File: src/rtl/pipe_ctrl_pkg.sv
// Shared types and the per-stage tile-mode table for the stage-2 fp16 pipeline sequencer.
package pipe_ctrl_pkg;

    localparam int NUM_STAGES = 7;

    // Bit s gives the reconfig tile mode while stage s is being issued.
    localparam logic [NUM_STAGES-1:0] STAGE_MODE = 7'b1111101;

    typedef enum logic [1:0] {
        IDLE,
        RUN,
        DRAIN,
        DONE
    } seq_state_e;

    typedef logic [2:0] stage_t;

endpackage

File: src/rtl/next_stage_find.sv
// Priority search for the lowest stage with a nonzero length, at or above (include_current)
// or strictly above the current stage.
module next_stage_find
    import pipe_ctrl_pkg::*;
#(
    parameter int CNT_W = 16
) (
    input  logic [NUM_STAGES*CNT_W-1:0] lens_i,
    input  logic [2:0]                  cur_i,
    input  logic                        incl_i,
    output logic [2:0]                  next_o,
    output logic                        found_o
);

    // Walking downward lets the lowest qualifying stage overwrite any higher one.
    always_comb begin
        next_o  = '0;
        found_o = 1'b0;
        for (int s = NUM_STAGES - 1; s >= 0; s--) begin
            if ((lens_i[s*CNT_W +: CNT_W] != '0) &&
                ((32'(s) > 32'(cur_i)) || (incl_i && (stage_t'(s) == cur_i)))) begin
                next_o  = stage_t'(s);
                found_o = 1'b1;
            end
        end
    end

endmodule

File: src/rtl/pipe_stage_sequencer.sv
// Start/done controlled sequencer walking the fp16 pipeline through its compute stages,
// issuing one operand slot per non-stalled cycle and draining the datapath before done.
module pipe_stage_sequencer
    import pipe_ctrl_pkg::*;
#(
    parameter int CNT_W     = 16,
    parameter int DRAIN_CYC = 4
) (
    input  logic                        CLK_i,
    input  logic                        RST_i,
    input  logic                        start_i,
    input  logic                        abort_i,
    input  logic [NUM_STAGES*CNT_W-1:0] cfg_len_i,
    input  logic                        stall_i,
    output logic                        busy_o,
    output logic                        issue_o,
    output logic [2:0]                  stage_o,
    output logic [CNT_W-1:0]            step_o,
    output logic                        first_o,
    output logic                        last_o,
    output logic                        mode_o,
    output logic                        done_o
);

    localparam int DW = $clog2(DRAIN_CYC + 1);

    seq_state_e                  state_q, state_d;
    stage_t                      stage_q, stage_d;
    logic [CNT_W-1:0]            step_q, step_d;
    logic [NUM_STAGES*CNT_W-1:0] len_q, len_d;
    logic [DW-1:0]               drain_q, drain_d;

    logic [NUM_STAGES*CNT_W-1:0] find_lens;
    stage_t                      find_cur, find_next;
    logic                        find_incl, find_found;
    logic [CNT_W-1:0]            cur_len;
    logic                        step_end;

    // At start the lengths are not latched yet, so the search looks at the config port directly.
    next_stage_find #(.CNT_W(CNT_W)) u_find (
        .lens_i  (find_lens),
        .cur_i   (find_cur),
        .incl_i  (find_incl),
        .next_o  (find_next),
        .found_o (find_found)
    );

    assign cur_len  = len_q[32'(stage_q)*CNT_W +: CNT_W];
    assign step_end = (step_q == (cur_len - CNT_W'(1)));

    assign busy_o  = (state_q == RUN) || (state_q == DRAIN);
    assign issue_o = (state_q == RUN) && !stall_i && !abort_i;
    assign stage_o = stage_q;
    assign step_o  = step_q;
    assign first_o = issue_o && (step_q == '0);
    assign last_o  = issue_o && step_end;
    assign mode_o  = (state_q == RUN) ? STAGE_MODE[stage_q] : 1'b1;
    assign done_o  = (state_q == DONE);

    always_comb begin
        state_d   = state_q;
        stage_d   = stage_q;
        step_d    = step_q;
        len_d     = len_q;
        drain_d   = drain_q;
        find_lens = len_q;
        find_cur  = stage_q;
        find_incl = 1'b0;

        unique case (state_q)
            IDLE: begin
                find_lens = cfg_len_i;
                find_cur  = '0;
                find_incl = 1'b1;
                if (start_i) begin
                    len_d   = cfg_len_i;
                    step_d  = '0;
                    drain_d = '0;
                    if (find_found) begin
                        stage_d = find_next;
                        state_d = RUN;
                    end else begin
                        stage_d = '0;
                        state_d = DRAIN;
                    end
                end
            end
            RUN: begin
                if (abort_i) begin
                    state_d = IDLE;
                end else if (!stall_i) begin
                    if (!step_end) begin
                        step_d = step_q + CNT_W'(1);
                    end else begin
                        step_d = '0;
                        if (find_found) begin
                            stage_d = find_next;
                        end else begin
                            drain_d = '0;
                            state_d = DRAIN;
                        end
                    end
                end
            end
            DRAIN: begin
                if (abort_i) begin
                    state_d = IDLE;
                end else if (!stall_i) begin
                    if (drain_q == DW'(DRAIN_CYC - 1)) begin
                        state_d = DONE;
                    end else begin
                        drain_d = drain_q + DW'(1);
                    end
                end
            end
            DONE: begin
                state_d = IDLE;
            end
            default: begin
                state_d = IDLE;
            end
        endcase
    end

    always_ff @(posedge CLK_i) begin
        if (RST_i) begin
            state_q <= IDLE;
            stage_q <= '0;
            step_q  <= '0;
            len_q   <= '0;
            drain_q <= '0;
        end else begin
            state_q <= state_d;
            stage_q <= stage_d;
            step_q  <= step_d;
            len_q   <= len_d;
            drain_q <= drain_d;
        end
    end

endmodule

File: config.mk
export PLATFORM = sky130hd
export DESIGN_NAME = pipe_stage_sequencer
export DESIGN_NICKNAME = d
export VERILOG_FILES = /design/src/rtl/pipe_ctrl_pkg.sv /design/src/rtl/next_stage_find.sv /design/src/rtl/pipe_stage_sequencer.sv
export SDC_FILE = /design/constraint.sdc
export NUM_CORES = 1
export LEC_CHECK = 0
export ABC_CLOCK_PERIOD_IN_PS = 4800
export CORE_MARGIN = 1
export CORE_UTILIZATION = 53
export DETAILED_ROUTE_END_ITERATION = 10
export HOLD_SLACK_MARGIN = 0.05
export PLACE_DENSITY = 0.81
export SLEW_MARGIN = 10
export SYNTH_ARGS = -nofsm -noshare
export SYNTH_HDL_FRONTEND = slang
export SYNTH_SLANG_ARGS = --single-unit
File: constraint.sdc
create_clock -name CLK_i -period 4.8 [get_ports CLK_i]
set_clock_uncertainty 0.15 [all_clocks]
set_input_delay 0.96 -clock CLK_i [delete_from_list [all_inputs] [get_ports CLK_i]]
set_output_delay 0.96 -clock CLK_i [all_outputs]
set_load 0.03 [all_outputs]
==> results list <==
- VDD sags by at most 0.372 mV.
- With fillers left out, the area of the finished cells amounts to 0.0102 sq mm.
- Hold-critical path endpoint: len_q[11]$_SDFFE_PP0P_
* Total vias in the final route: 8101
- For this run, the post-layout net count is 1269.
* Hold wc startpoint: len_q[11]$_SDFFE_PP0P_
* Clock tree sinks: 137
* Number of clock buffers inserted by TritonCTS: 17
- Flop-to-flop setup slack: 0.70 ns
* Crit path time final: 4.85 ns
- Remaining design rule violation count: 0
- Synthesis produced a netlist with a net count of 1134.
* Depth of the worst register-to-register path: 16
- The count of pins over their slew limit is 0.
- Data arrives at the worst endpoint at between 3 and 4 ns.
- CTS tree: done
* Count of different cell masters after synthesis: 78
- For this design the ratio of total power to cell area is 504 mW/mm^2.
- Initial drt markers: 719
* Pin count of the biggest net entering global routing: between 90 and 100
* Instance count along the most critical hold path: 2
- The first global-routing pass estimated 37900 um of wire.
* Average instance area after synthesis: 7.71 sq um
* P&R area growth vs syn: 31.7%
* Die Footprint: between 0.015 and 0.02 sq mm
- Synthesis handed over a netlist of 1008 instances.
- Of all nets on the critical path, the largest fanout is 10.
- Headroom to the max-slew limit came out at a little over a third.
- Placed cell count: approximately 1300
- Remaining global-route overflow: 0
* Via count of the first global-routing pass: between 7000 and 8000
- Failing checks: negative setup slack
* Skew-Pair Late Insertion Delay: roughly 0.43 ns
* Number of register bits inferred by synthesis: 137
- The initial antenna violation count came to 0.
- Input and output buffers added on the ports amount to 141.
* P_leak: 3.55 nW
- Starting density of the core: 55.1%
- The worst setup path is captured at an output pin.
- Asr flop ratio synth: 0%
* Min setup slack post-route: -0.0548 ns
- Top-level port count: 142
- The H-tree generated during clock tree synthesis spans 4 levels.
- Final antenna diode count: 0
* Run status: finished with violations
* Filler instances: 1106
- First-pass iteration count of the detailed router: 5
- Fraction of layout cells with a size suffix above 1: between 10% and 20%
* Placeable core region: 0.0141 sq mm
- Buffer levels on the longest clock path: 2
* Sequential element share of the synthesized area: 35.3%
* Fmax: 206 MHz
- CTS Root Cell: sky130_fd_sc_hd__clkbuf_16
- Pin slew with the least headroom to its limit: 0.954 ns
* Worst reg2reg path startpoint: stage_o[0]$_SDFFE_PP0N_
- In the global route stage, overall resource usage came out at 32.7%.
* Total wire length after detailed routing: 24200 um
- Cell area after technology mapping: 0.00777 sq mm
- The Yosys step of the flow raised 0 warnings.
- The path class of the tightest hold or removal check is flip-flop to flip-flop.
- Critical path launch point type: flip-flop
* Maxcap violations: 0
- For this design, the CTS-stage hold fixing added 0 buffers.
- Unrepaired setup endpoints after global routing: yes
- At the worst endpoint, the required time is roughly 3.7 ns.
- The floorplan step set the die width to 123 um.
- Clock-pin slew reported for the worst setup and hold paths after clock tree synthesis: roughly 0.060 ns
- Sum Neg Setup Slack: -0.0548 ns
- The final hold violation count was 0.
- The wire-length estimate of the detail-placed layout is 17600 um.
* Final clock period utilization by the worst path: 101%
- Average detailed-routed wire length per instance: 18.1 um
- Leaving out fill and tap cells, the most frequent cell in the layout is sky130_fd_sc_hd__nand2_1.
* Primary flip-flop cell chosen by synthesis mapping: sky130_fd_sc_hd__dfxtp_1
- Measured on the finished design, the core utilization comes to 72.6%.
- Setup violations remaining at the end of the flow were counted as 1.
* Via density per instance: roughly 6.1
* Startpoint-to-endpoint class of the critical path: flip-flop to output pin
- Filler-free cell count of the finished design: between 1000 and 1500
- In this run the remaining antenna-violating nets after routing total 0.
- Vertical die dimension: 123 um
* Cell Rows: 43
* Standard cell area after detailed placement: 0.00929 sq mm
- The library cells used most frequently in the layout, excluding fill and tap cells, are 258 x sky130_fd_sc_hd__nand2_1, 139 x sky130_fd_sc_hd__clkdlybuf4s50_1, 134 x sky130_fd_sc_hd__dfxtp_1.
- Number of enable-type register cells in the synthesized netlist: 0
* Final Wtd Congestion: approximately 0.95
## worst max-delay path: stages, from the launching register on
cell and delay, ns:
sky130_fd_sc_hd__dfxtp_4 0.45, sky130_fd_sc_hd__buf_12 0.18, sky130_fd_sc_hd__buf_12 0.15, sky130_fd_sc_hd__mux2i_4 0.24, sky130_fd_sc_hd__a22oi_2 0.14, sky130_fd_sc_hd__a222oi_1 0.36
sky130_fd_sc_hd__buf_4 0.19, sky130_fd_sc_hd__mux2_2 0.34, sky130_fd_sc_hd__mux2i_1 0.13, sky130_fd_sc_hd__a21oi_1 0.11, sky130_fd_sc_hd__or4b_4 0.56, sky130_fd_sc_hd__nor4b_4 0.29
sky130_fd_sc_hd__buf_6 0.17
## synth_stat cells, types with 3 or more instances
cell type	instances	area, sq um
sky130_fd_sc_hd__and3b_1	3	26.3
sky130_fd_sc_hd__a211oi_1	6	45.0
sky130_fd_sc_hd__a222oi_1	3	30.0
sky130_fd_sc_hd__mux2i_1	50	500
sky130_fd_sc_hd__xor2_1	10	87.6
sky130_fd_sc_hd__o221ai_1	14	123
sky130_fd_sc_hd__nor4b_1	5	43.8
sky130_fd_sc_hd__dfxtp_1	137	2740
sky130_fd_sc_hd__a31o_2	3	26.3
sky130_fd_sc_hd__buf_4	7	52.6
sky130_fd_sc_hd__ha_1	9	113
sky130_fd_sc_hd__o221a_2	5	56.3
sky130_fd_sc_hd__nand4_1	13	81.3
sky130_fd_sc_hd__a22oi_1	15	113
sky130_fd_sc_hd__nand4b_1	3	26.3
sky130_fd_sc_hd__nand3_1	9	45.0
sky130_fd_sc_hd__and2_1	6	37.5
sky130_fd_sc_hd__o211ai_1	3	22.5
sky130_fd_sc_hd__or3_1	6	37.5
sky130_fd_sc_hd__a31o_1	3	26.3
sky130_fd_sc_hd__nor3_1	13	65.1
sky130_fd_sc_hd__a22o_1	6	52.6
sky130_fd_sc_hd__nor2_1	41	154
sky130_fd_sc_hd__buf_1	4	15.0
sky130_fd_sc_hd__and4b_1	3	30.0
sky130_fd_sc_hd__a41oi_1	5	43.8
sky130_fd_sc_hd__a21oi_1	126	631
sky130_fd_sc_hd__a21boi_0	4	30.0
sky130_fd_sc_hd__o22ai_1	3	18.8
sky130_fd_sc_hd__nor4_1	57	357
sky130_fd_sc_hd__a21o_1	4	30.0
sky130_fd_sc_hd__xnor2_1	15	131
sky130_fd_sc_hd__inv_1	28	105
sky130_fd_sc_hd__clkbuf_1	46	173
sky130_fd_sc_hd__and3_1	8	50.1
sky130_fd_sc_hd__or4_1	3	22.5
sky130_fd_sc_hd__nor3b_1	6	45.0
sky130_fd_sc_hd__nand2_1	261	980
sky130_fd_sc_hd__o21ai_0	13	65.1
sky130_fd_sc_hd__buf_2	6	30.0
## layout make-up
type | instances | area, sq um | area share, %
clock buffer | 19 | 433 | 4.23
timing repair buffer | 183 | 1790 | 17.5
multi-input combinational | 776 | 4800 | 46.9
tap | 180 | 225 | 2.20
sequential | 137 | 2750 | 26.9
clock inverter | 13 | 121 | 1.19
inverter | 28 | 108 | 1.05
## state kept, by name, summed over array words and instances (netlist names), named ones only
| signal | flops |
|---|---|
| drain_q | 3 |
| len_q | 112 |
| stage_o | 3 |
| state_q | 2 |
| step_o | 16 |
## logic make-up after synthesis
group,synth area share [%]
xor+xnor,2.82
flops,35.3
mux,6.87
buf+inv,5.57
compound gates,20.6
simple gates,27.4
fa+ha+maj,1.45
## power breakdown
group	switching [mW]	total, mW	internal [mW]
registers	0.210	1.54	1.33
logic	1.37	2.38	1.01
clock network	0.520	1.23	0.715
total	2.10	5.16	3.06
## per-stage QoR
stage,setup WS [ns],hold slack (ns),total power [mW]
2_1_floorplan,0.0924,0.286,3.01
3_3_place_gp,0.185,0.299,3.59
3_5_place_dp,0.127,0.301,3.63
4_1_cts,0.00152,0.310,5.01
5_1_grt,-0.134,0.333,5.42
6_report,-0.0548,0.308,5.16
## how the worst max path moves through the flow
stage / end / from / slack (ns)
5_1_grt: last_o / stage_o[0]$_SDFFE_PP0N_ / -0.13
6_report: last_o / stage_o[0]$_SDFFE_PP0N_ / -0.05
3_3_place_gp: last_o / stage_o[0]$_SDFFE_PP0N_ / 0.19
3_5_place_dp: last_o / stage_o[0]$_SDFFE_PP0N_ / 0.13
2_1_floorplan: last_o / stage_o[0]$_SDFFE_PP0N_ / 0.09
4_1_cts: last_o / stage_o[0]$_SDFFE_PP0N_ / 0.002
## routing by layer
| layer | vias to the layer above | GRT usage [%] | routed length, um |
|---|---|---|---|
| li1 | 3915 | - | - |
| met1 | 3776 | 42.4 | 10400 |
| met2 | 354 | 52.7 | 11300 |
| met3 | 56 | 7.61 | 1820 |
| met4 | 0 | 12.7 | 701 |
| met5 | - | 0 | 0 |
## repair_timing
action,4_1_cts,5_1_grt
setup endpoints to repair,1,1
setup buffers,14,5
gates cloned,0,0
pin swaps,12,8
gates resized for setup,33,22
Note: power is estimated with default switching activity, not from simulation.
